## src/rtl/mult_pkg.sv

```systemverilog
// Shared constants and sizing helpers for the pipelined array multiplier.
package mult_pkg;

  // Supported operand widths.
  localparam int WIDTH_MIN = 2;
  localparam int WIDTH_MAX = 32;

  // One register stage per partial-product row after the first.
  function automatic int stages_of(input int width);
    return width - 1;
  endfunction

  // Exact product width; the product can never overflow this.
  function automatic int prod_width_of(input int width);
    return 2 * width;
  endfunction

endpackage

```

## src/rtl/rca_n.sv

```systemverilog
// N-bit ripple-carry adder built from the half/full adder cells.

module Halfadder (
  input  logic a,
  input  logic b,
  output logic s,
  output logic co
);
  assign s  = a ^ b;
  assign co = a & b;
endmodule

module Fulladder (
  input  logic a,
  input  logic b,
  input  logic ci,
  output logic s,
  output logic co
);
  assign s  = a ^ b ^ ci;
  assign co = (a & b) | (ci & (a ^ b));
endmodule

module rca_n #(
  parameter int N = 4
) (
  input  logic [N-1:0] a,
  input  logic [N-1:0] b,
  output logic [N-1:0] sum,
  output logic         cout
);
  logic [N:1] c;

  Halfadder u_ha (.a(a[0]), .b(b[0]), .s(sum[0]), .co(c[1]));

  for (genvar i = 1; i < N; i++) begin : g_fa
    Fulladder u_fa (.a(a[i]), .b(b[i]), .ci(c[i]), .s(sum[i]), .co(c[i+1]));
  end

  assign cout = c[N];
endmodule

```

## src/rtl/pipelined_multiplier_n.sv

```systemverilog
// Fully pipelined unsigned WIDTH x WIDTH array multiplier with valid/ready
// flow control. One ripple-carry row per stage; the whole pipe advances or
// stalls together.
module pipelined_multiplier_n
  import mult_pkg::*;
#(
  parameter int WIDTH = 4
) (
  input  logic               clk,
  input  logic               rst,
  input  logic [WIDTH-1:0]   x,
  input  logic [WIDTH-1:0]   y,
  input  logic               in_valid,
  output logic               in_ready,
  output logic [2*WIDTH-1:0] out,
  output logic               out_valid,
  input  logic               out_ready
);
  localparam int STAGES = stages_of(WIDTH);
  localparam int P_W    = prod_width_of(WIDTH);

  // Stage registers. y_q is kept shifted so bit 0 is always the next
  // multiplier bit to consume; bits already consumed fall off the bottom.
  logic [P_W-1:0]   acc_q [1:STAGES];
  logic [WIDTH-1:0] x_q   [1:STAGES];
  logic [WIDTH-1:0] y_q   [1:STAGES];
  logic             vld_q [1:STAGES];

  // What each stage loads from: index 0 is the input port, index s the
  // register of stage s.
  logic [P_W-1:0]   src_acc [0:STAGES-1];
  logic [WIDTH-1:0] src_x   [0:STAGES-1];
  logic [WIDTH-1:0] src_y   [0:STAGES-1];
  logic             src_vld [0:STAGES-1];

  logic [WIDTH-1:0] rca_a    [1:STAGES];
  logic [WIDTH-1:0] pp       [1:STAGES];
  logic [WIDTH-1:0] rca_sum  [1:STAGES];
  logic             rca_cout [1:STAGES];
  logic [P_W-1:0]   acc_d    [1:STAGES];

  logic adv;

  assign out_valid = vld_q[STAGES];
  assign out       = acc_q[STAGES];
  assign adv       = !out_valid || out_ready;
  assign in_ready  = adv;

  // Predecessor selection; the input side seeds the running sum with PP0.
  always_comb begin
    src_acc[0] = {{WIDTH{1'b0}}, x & {WIDTH{y[0]}}};
    src_x[0]   = x;
    src_y[0]   = y >> 1;
    src_vld[0] = in_valid;
    for (int s = 1; s < STAGES; s++) begin
      src_acc[s] = acc_q[s];
      src_x[s]   = x_q[s];
      src_y[s]   = y_q[s];
      src_vld[s] = vld_q[s];
    end
  end

  for (genvar s = 1; s <= STAGES; s++) begin : g_stage
    // Bits below s are final and pass through; the upper WIDTH bits of the
    // running sum get PPs added and land at [s+WIDTH:s].
    localparam logic [P_W-1:0] LOW_MASK = (P_W'(1) << s) - P_W'(1);

    assign rca_a[s] = src_acc[s-1][s+WIDTH-1:s];
    assign pp[s]    = src_x[s-1] & {WIDTH{src_y[s-1][0]}};

    rca_n #(.N(WIDTH)) u_rca (
      .a    (rca_a[s]),
      .b    (pp[s]),
      .sum  (rca_sum[s]),
      .cout (rca_cout[s])
    );

    assign acc_d[s] = (src_acc[s-1] & LOW_MASK)
                    | (P_W'({rca_cout[s], rca_sum[s]}) << s);
  end

  // All stages load together on adv; reset clears valids and the product.
  always_ff @(posedge clk) begin
    for (int s = 1; s <= STAGES; s++) begin
      if (rst) begin
        vld_q[s] <= 1'b0;
        acc_q[s] <= '0;
      end else if (adv) begin
        vld_q[s] <= src_vld[s-1];
        acc_q[s] <= acc_d[s];
        x_q[s]   <= src_x[s-1];
        y_q[s]   <= src_y[s-1] >> 1;
      end
    end
  end

endmodule

```

## config.mk

```make
export PLATFORM = sky130hd
export DESIGN_NAME = pipelined_multiplier_n
export DESIGN_NICKNAME = d
export VERILOG_FILES = /design/src/rtl/mult_pkg.sv /design/src/rtl/rca_n.sv /design/src/rtl/pipelined_multiplier_n.sv
export SDC_FILE = /design/constraint.sdc
export NUM_CORES = 1
export LEC_CHECK = 0
export ABC_CLOCK_PERIOD_IN_PS = 5400
export CAP_MARGIN = 20
export CORE_MARGIN = 2
export CORE_UTILIZATION = 58
export CTS_CLUSTER_DIAMETER = 100
export DETAILED_ROUTE_END_ITERATION = 10
export MAX_ROUTING_LAYER = met4
export PLACE_DENSITY = 0.83
export SLEW_MARGIN = 20
export SYNTH_ARGS = -nofsm -noshare
export SYNTH_HDL_FRONTEND = slang
export SYNTH_SLANG_ARGS = --single-unit
```

## constraint.sdc

```tcl
create_clock -name clk -period 5.4 [get_ports clk]
set_clock_uncertainty 0.2 [all_clocks]
set_input_delay 0.81 -clock clk [delete_from_list [all_inputs] [get_ports clk]]
set_output_delay 0.81 -clock clk [all_outputs]
set_load 0.02 [all_outputs]
```

==> results.py, run 1 <==
metrics = {
    "synthesis": {
        "yosys_register_bits": 35,
        "yosysTopAreaCell": "edfxtp_1",
        "seq_area_frac_synth_pct": 61.0,
        "yosys-top-cells-count": "35 x edfxtp_1, 12 x nor3b_2, 11 x and2_1, 11 x inv_1, 8 x fa_1",
        "ys.flop_type": "edfxtp_1",
        "synth_edf_count": 35,
        "syn_nets": 131,
        "avgSynthCellArea_um2": 16.1,
        "yosysMostFrequentCell": "edfxtp_1",
        "synth_cell_types": 15,
        "ys_async_sr_fraction_pct": 0,
        "synthCells": 107,
        "syn_area_mm2": 0.00172,
        "yosys-top-cells-area": "edfxtp_1 61%, fa_1 9.3%, nor3b_2 8.7%, nor3_2 4.1%, and2_1 4.0%",
        "yosys.area.top_type_share_pct": 61.0,
        "yosys_warnings": 0,
    },
    "placed_design": {
        "dpl.hpwl_um": 1690,
        "dpl_cell_area_mm2": 0.00194,
        "gp_congestion": 0.682,
        "port_buffers": 21,
    },
    "grt": {
        "grtUsageTotal_pct": 18.1,
        "antenna_found_initial": 0,
        "overflow": 0,
        "first_global_vias": 928,
        "grt_start_max_net_pins": 27,
        "grt_pass1_wl_um": 4140,
    },
    "finish": {
        "diodes": 0,
        "drive_gt1_share_pct": 22.7,
        "design_area_mm2": 0.00201,
        "syn_to_final_growth_pct": 16.9,
        "fin_nets": 155,
    },
    "cts": {
        "ctsHoldBuffers": 0,
        "cts_made_buffers": 5,
        "clk_pin_slew_ns": 0.11,
        "clockBufferDepth": 2,
        "cts_tree": "done",
        "insertion_delay_ns": 0.34,
        "postCtsSetupBuffers": 0,
        "cts_root_buffer": "clkbuf_4",
        "clock-sinks": 35,
        "cts_max_level": 2,
        "cts-resized-gates": 0,
    },
    "timing": {
        "fin_crit_ns": 3.01,
        "finalCritPeriodShare_pct": 55.7,
        "fin_tns_setup_ns": 0,
        "worst_slew_pin_slew_ns": 0.934,
        "hold_slack_ns": 0.242,
        "rsz0062_at_grt": "no",
        "slew_headroom_pct": 37.5,
        "fmax_mhz": 333,
        "setup_viol": 0,
        "hold_viol": 0,
        "maxSlewViolCount": 0,
    },
    "setup_path": {
        "crit_path_start_kind": "input pin",
        "rr_endpoint": "acc_q[0][30]$_SDFFCE_PN0P_",
        "reg2regPathDepth": 9,
        "required_ns": 4.39,
        "critPathCaptureType": "output port",
        "criticalPathCategory": "input pin to output port",
        "r2r_slack_ns": 2.86,
        "rr_startpoint": "y_q[2][0]$_DFFE_PP_",
        "crit_arrival_ns": 2.00,
        "worstPathMaxFanout": 2,
    },
    "min_path": {
        "holdPathStages": 0,
        "hold_path.class": "flop to flop",
        "min_to": "y_q[2][0]$_DFFE_PP_",
        "hold_path_startpoint": "y_q[1][1]$_DFFE_PP_",
    },
    "detailed_routing": {
        "firstDrtPassIters": 2,
        "postRouteAntennaNets": 0,
        "vias": 866,
        "via_per_inst": 5.31,
        "drtIter0Drc": 23,
        "drt_wl_total_um": 2500,
        "drc": 0,
        "wire_per_inst_um": 15.3,
    },
    "die": {
        "die_y_um": 58.5,
        "core_area_mm2": 0.00278,
        "die-area_mm2": 0.00342,
        "start_util_pct": 61.9,
        "std_cell_rows": 19,
        "ioPinCount": 22,
        "die_w_um": 58.5,
    },
    "power": {
        "powerDensity_mw_per_mm2": 289,
        "ir_worst_vdd_v": 0.000297,
        "finalPower_w": 0.000581,
        "p_leak_nw": 0.760,
    },
    "outcome": {
        "status": "complete, no violations",
    },
    "run": {
        "cap_violations": 0,
    },
}
[where the power goes]
group	internal, W	switching (W)
Combinational	0.0000380	0.0000359
Sequential	0.000321	0.00000602
Clock	0.0000952	0.0000850
Total	0.000454	0.000127
[registers in the layout, indices dropped and copies added, names as in the netlist]
register and flops:
acc_q 21, x_q 8, vld_q 3, y_q 3
[placed cells by master (no fill, tap or decap), drive strengths merged]
master         Yosys  final
edfxtp            35     35
clkdlybuf4s50      0     21
nor3b             17     17
and2              11     11
inv               11     11
fa                 8      8
nor3               7      7
nand2              5      5
clkbuf             0      5
ha                 4      4
buf                6      2
clkinv             0      2
nor2b              1      1
nor2               1      1
nand2b             1      1
bufinv             0      1
[cells by family after synthesis]
group	synth area share, %
simple gates	21.4
flops	61.0
buf+inv	5.37
fa+ha+maj	12.2
[critical path, cell delays in order]
cell and delay, ns:
clkdlybuf4s50_1 0.50, nor2b_4 0.05, inv_1 0.05, clkdlybuf4s50_1 0.59
[worst max-delay path by stage]
stage | slack (ns) | from | end
detailed placement | 2.01 | rst | acc_q[0][13]$_SDFFCE_PN0P_
CTS | 2.38 | rst | acc_q[0][31]$_SDFFCE_PN0P_
global placement | 2.10 | rst | acc_q[0][12]$_SDFFCE_PN0P_
floorplan | 2.67 | x[1] | acc_q[0][12]$_SDFFCE_PN0P_
finish | 2.39 | out_ready | in_ready
global route | 2.34 | out_ready | in_ready
[metrics by stage]
step	utilization, %	worst slack (ns)	instances
finish	72.4	2.39	163
global route	72.4	2.34	163
CTS	72.3	2.38	163
detailed placement	69.6	2.01	155
global placement	69.6	2.10	155
floorplan	-	2.67	107
[metal layers]
metal	vias up	routed length, um	GRT usage, %
met5	-	0	-
met3	4	88	5.27
met1	423	1010	19.0
li1	418	-	-
met4	0	74	11.0
met2	21	1330	29.9
[cell type report]
cell class / instances / area (um2)
clock buffers: 5 / 37.5
clock inverters: 3 / 38.8
fillers: 183 / 767
inverters: 11 / 41.3
multi-input cells: 55 / 582
flip-flops and latches: 35 / 1050
well taps: 31 / 38.8
repair buffers: 23 / 225
Note: power is estimated with default switching activity, not from simulation.
==> run 2, diff against run 1 <==
--- a/config.mk
+++ b/config.mk
@@ -5,14 +5,14 @@
 export SDC_FILE = /design/constraint.sdc
 export NUM_CORES = 1
 export LEC_CHECK = 0
-export ABC_CLOCK_PERIOD_IN_PS = 5400
+export ABC_CLOCK_PERIOD_IN_PS = 3000
 export CAP_MARGIN = 20
 export CORE_MARGIN = 2
-export CORE_UTILIZATION = 58
+export CORE_UTILIZATION = 54
 export CTS_CLUSTER_DIAMETER = 100
 export DETAILED_ROUTE_END_ITERATION = 10
 export MAX_ROUTING_LAYER = met4
-export PLACE_DENSITY = 0.83
+export PLACE_DENSITY = 0.78
 export SLEW_MARGIN = 20
 export SYNTH_ARGS = -nofsm -noshare
 export SYNTH_HDL_FRONTEND = slang
==> constraint.sdc (replaced) <==
create_clock -name clk -period 3 [get_ports clk]
set_clock_uncertainty 0.2 [all_clocks]
set_input_delay 0.45 -clock clk [delete_from_list [all_inputs] [get_ports clk]]
set_output_delay 0.45 -clock clk [all_outputs]
set_load 0.02 [all_outputs]
==> run 2 against run 1 <==
  * Via count up 2.7%
  * First-iteration DRC count down 8.7%
  * Sequential cell count unchanged
  * Hold slack got worse by 0.017 ns
  * Global-route usage decreased by 3.2 points
  * Power rose by 63%
  * Count of clock-buffer cells in the layout rose by 1
  * Non-clock buffer count increased by 3
  * Cell count grew 9.8%
  * Sequential share of layout area down 0.23 points
  * Clock power increased by 25%
  * Critical endpoint is now acc_q[0][12]$_SDFFCE_PN0P_
==> results.py, run 2 (same netlist as run 1, synthesis figures left out) <==
metrics = {
    "timing": {
        "fin_crit_ns": 2.59,
        "fin_ws_ns": 0.412,
        "hold_viol": 0,
        "setup_viol": 0,
        "finalCritPeriodShare_pct": 86.3,
        "worst_slew_pin_slew_ns": 0.933,
        "rsz0062_at_grt": "no",
        "slew_headroom_pct": 37.6,
        "maxSlewViolCount": 0,
        "fin_tns_setup_ns": 0,
        "hold_slack_ns": 0.225,
        "fmax_mhz": 386,
    },
    "finish": {
        "syn_to_final_growth_pct": 17.4,
        "layout_commonest_cell": "edfxtp_1",
        "reg_top3": "acc_q x21, x_q x8",
        "drive_gt1_share_pct": 22.2,
        "final_cells": 179,
        "diodes": 0,
        "utilization_pct": 66.3,
        "mostFrequentLayoutCells": "35 x edfxtp_1, 21 x clkdlybuf4s50_1, 12 x nor3b_2, 11 x and2_1, 11 x inv_1",
        "top_register": "acc_q",
        "fin_nets": 158,
        "largest_reg_flops": 21,
    },
    "cts": {
        "cts_root_buffer": "clkbuf_4",
        "cts_made_buffers": 5,
        "cts_max_level": 2,
        "cts-resized-gates": 0,
        "ctsHoldBuffers": 0,
        "clk_pin_slew_ns": 0.10,
        "cts_tree": "done",
        "insertion_delay_ns": 0.32,
        "postCtsSetupBuffers": 0,
        "clockBufferDepth": 2,
        "clock-sinks": 35,
    },
    "placed_design": {
        "gp_congestion": 0.656,
        "dpl.hpwl_um": 1560,
        "post-place-cells": 171,
        "pre_cts_ws_ns": 0.0773,
        "port_buffers": 21,
    },
    "grt": {
        "grtUsageTotal_pct": 14.8,
        "grt_start_max_net_pins": 26,
        "overflow": 0,
        "grt_pass1_wl_um": 3600,
        "first_global_vias": 854,
        "antenna_found_initial": 0,
    },
    "setup_path": {
        "worstPathMaxFanout": 3,
        "crit_arrival_ns": 2.46,
        "criticalPathCategory": "input pin to flop",
        "critPathCaptureType": "flop",
        "required_ns": 2.87,
        "crit_path_start_kind": "input pin",
    },
    "outcome": {
        "status": "complete, no violations",
    },
    "power": {
        "p_leak_nw": 0.758,
        "powerDensity_mw_per_mm2": 467,
        "ir_worst_vdd_v": 0.000332,
    },
    "die": {
        "std_cell_rows": 20,
        "start_util_pct": 56.4,
        "die_y_um": 60.5,
        "die_w_um": 60.5,
        "core_area_mm2": 0.00305,
        "die-area_mm2": 0.00366,
        "ioPinCount": 22,
    },
    "detailed_routing": {
        "vias": 889,
        "postRouteAntennaNets": 0,
        "drtIter0Drc": 21,
        "wire_per_inst_um": 12.6,
        "via_per_inst": 4.97,
        "drt_wl_total_um": 2260,
        "firstDrtPassIters": 3,
        "drc": 0,
    },
    "run": {
        "cap_violations": 0,
    },
    "min_path": {
        "hold_path.class": "flop to flop",
    },
}
==> run 2: changes by cell type in the layout (fill, tap and decap cells not counted), sizes merged <==
| cell | delta |
|---|---|
| buf | +3 |
| bufinv | -1 |
| clkbuf | +1 |
==> run 2: worst max-delay path: stages <==
cell and delay, ns:
clkdlybuf4s50_1 0.43, and2_1 0.17, ha_1 0.21, fa_1 0.38, fa_1 0.37, ha_1 0.28, nor3b_2 0.15
==> run 2: final cells by class <==
| type | count | area, um2 |
|---|---|---|
| well taps | 44 | 55.1 |
| repair buffers | 26 | 248 |
| clock inverters | 2 | 7.51 |
| clock buffers | 6 | 41.3 |
| inverters | 11 | 41.3 |
| flip-flops and latches | 35 | 1050 |
| fillers | 228 | 1030 |
| multi-input cells | 55 | 579 |
==> run 2: worst paths after layout <==
check             cells after the start  slack, ns                start                         end
setup / recovery                      7       0.41                 x[1]  acc_q[0][12]$_SDFFCE_PN0P_
hold / removal                        0       0.22  y_q[1][1]$_DFFE_PP_         y_q[2][0]$_DFFE_PP_
setup reg to reg                      9       0.49  y_q[2][0]$_DFFE_PP_  acc_q[0][30]$_SDFFCE_PN0P_
hold reg to reg                       0       0.22  y_q[1][1]$_DFFE_PP_         y_q[2][0]$_DFFE_PP_
==> run 2: report_power, final <==
part / internal [W] / switching (W)
registers: 0.000578 / 0.0000109
clock network: 0.0000867 / 0.000139
logic: 0.0000686 / 0.0000627
==> run 2: stage by stage <==
step           power [W]  area (um2)
2_1_floorplan   0.000683        1720
3_3_place_gp    0.000729        1970
3_5_place_dp    0.000733        1970
4_1_cts         0.000955        2020
5_1_grt         0.000991        2020
6_report        0.000946        2020
==> run 2: routing by layer <==
metal | vias to the layer above | part of all wire, % | wire, um | GRT usage (%)
met2 | 22 | 50 | 1140 | 24.4
met5 | - | 0 | 0 | -
li1 | 428 | - | - | -
met4 | 0 | 3.1 | 70 | 9.01
met3 | 8 | 4.8 | 109 | 5.76
met1 | 431 | 42 | 940 | 14.8
==> run 3, diff against run 2 <==
--- a/config.mk
+++ b/config.mk
@@ -11,7 +11,6 @@
 export CORE_UTILIZATION = 54
 export CTS_CLUSTER_DIAMETER = 100
 export DETAILED_ROUTE_END_ITERATION = 10
-export MAX_ROUTING_LAYER = met4
 export PLACE_DENSITY = 0.78
 export SLEW_MARGIN = 20
 export SYNTH_ARGS = -nofsm -noshare
==> results of run 3 <==
No change in the layout: final DEF, timing and power equal those of run 2.
Main changes from that run: final weighted congestion in routability-driven placement 0.656 -> 0.651; overall routing resource usage 14.8% -> 14.4%
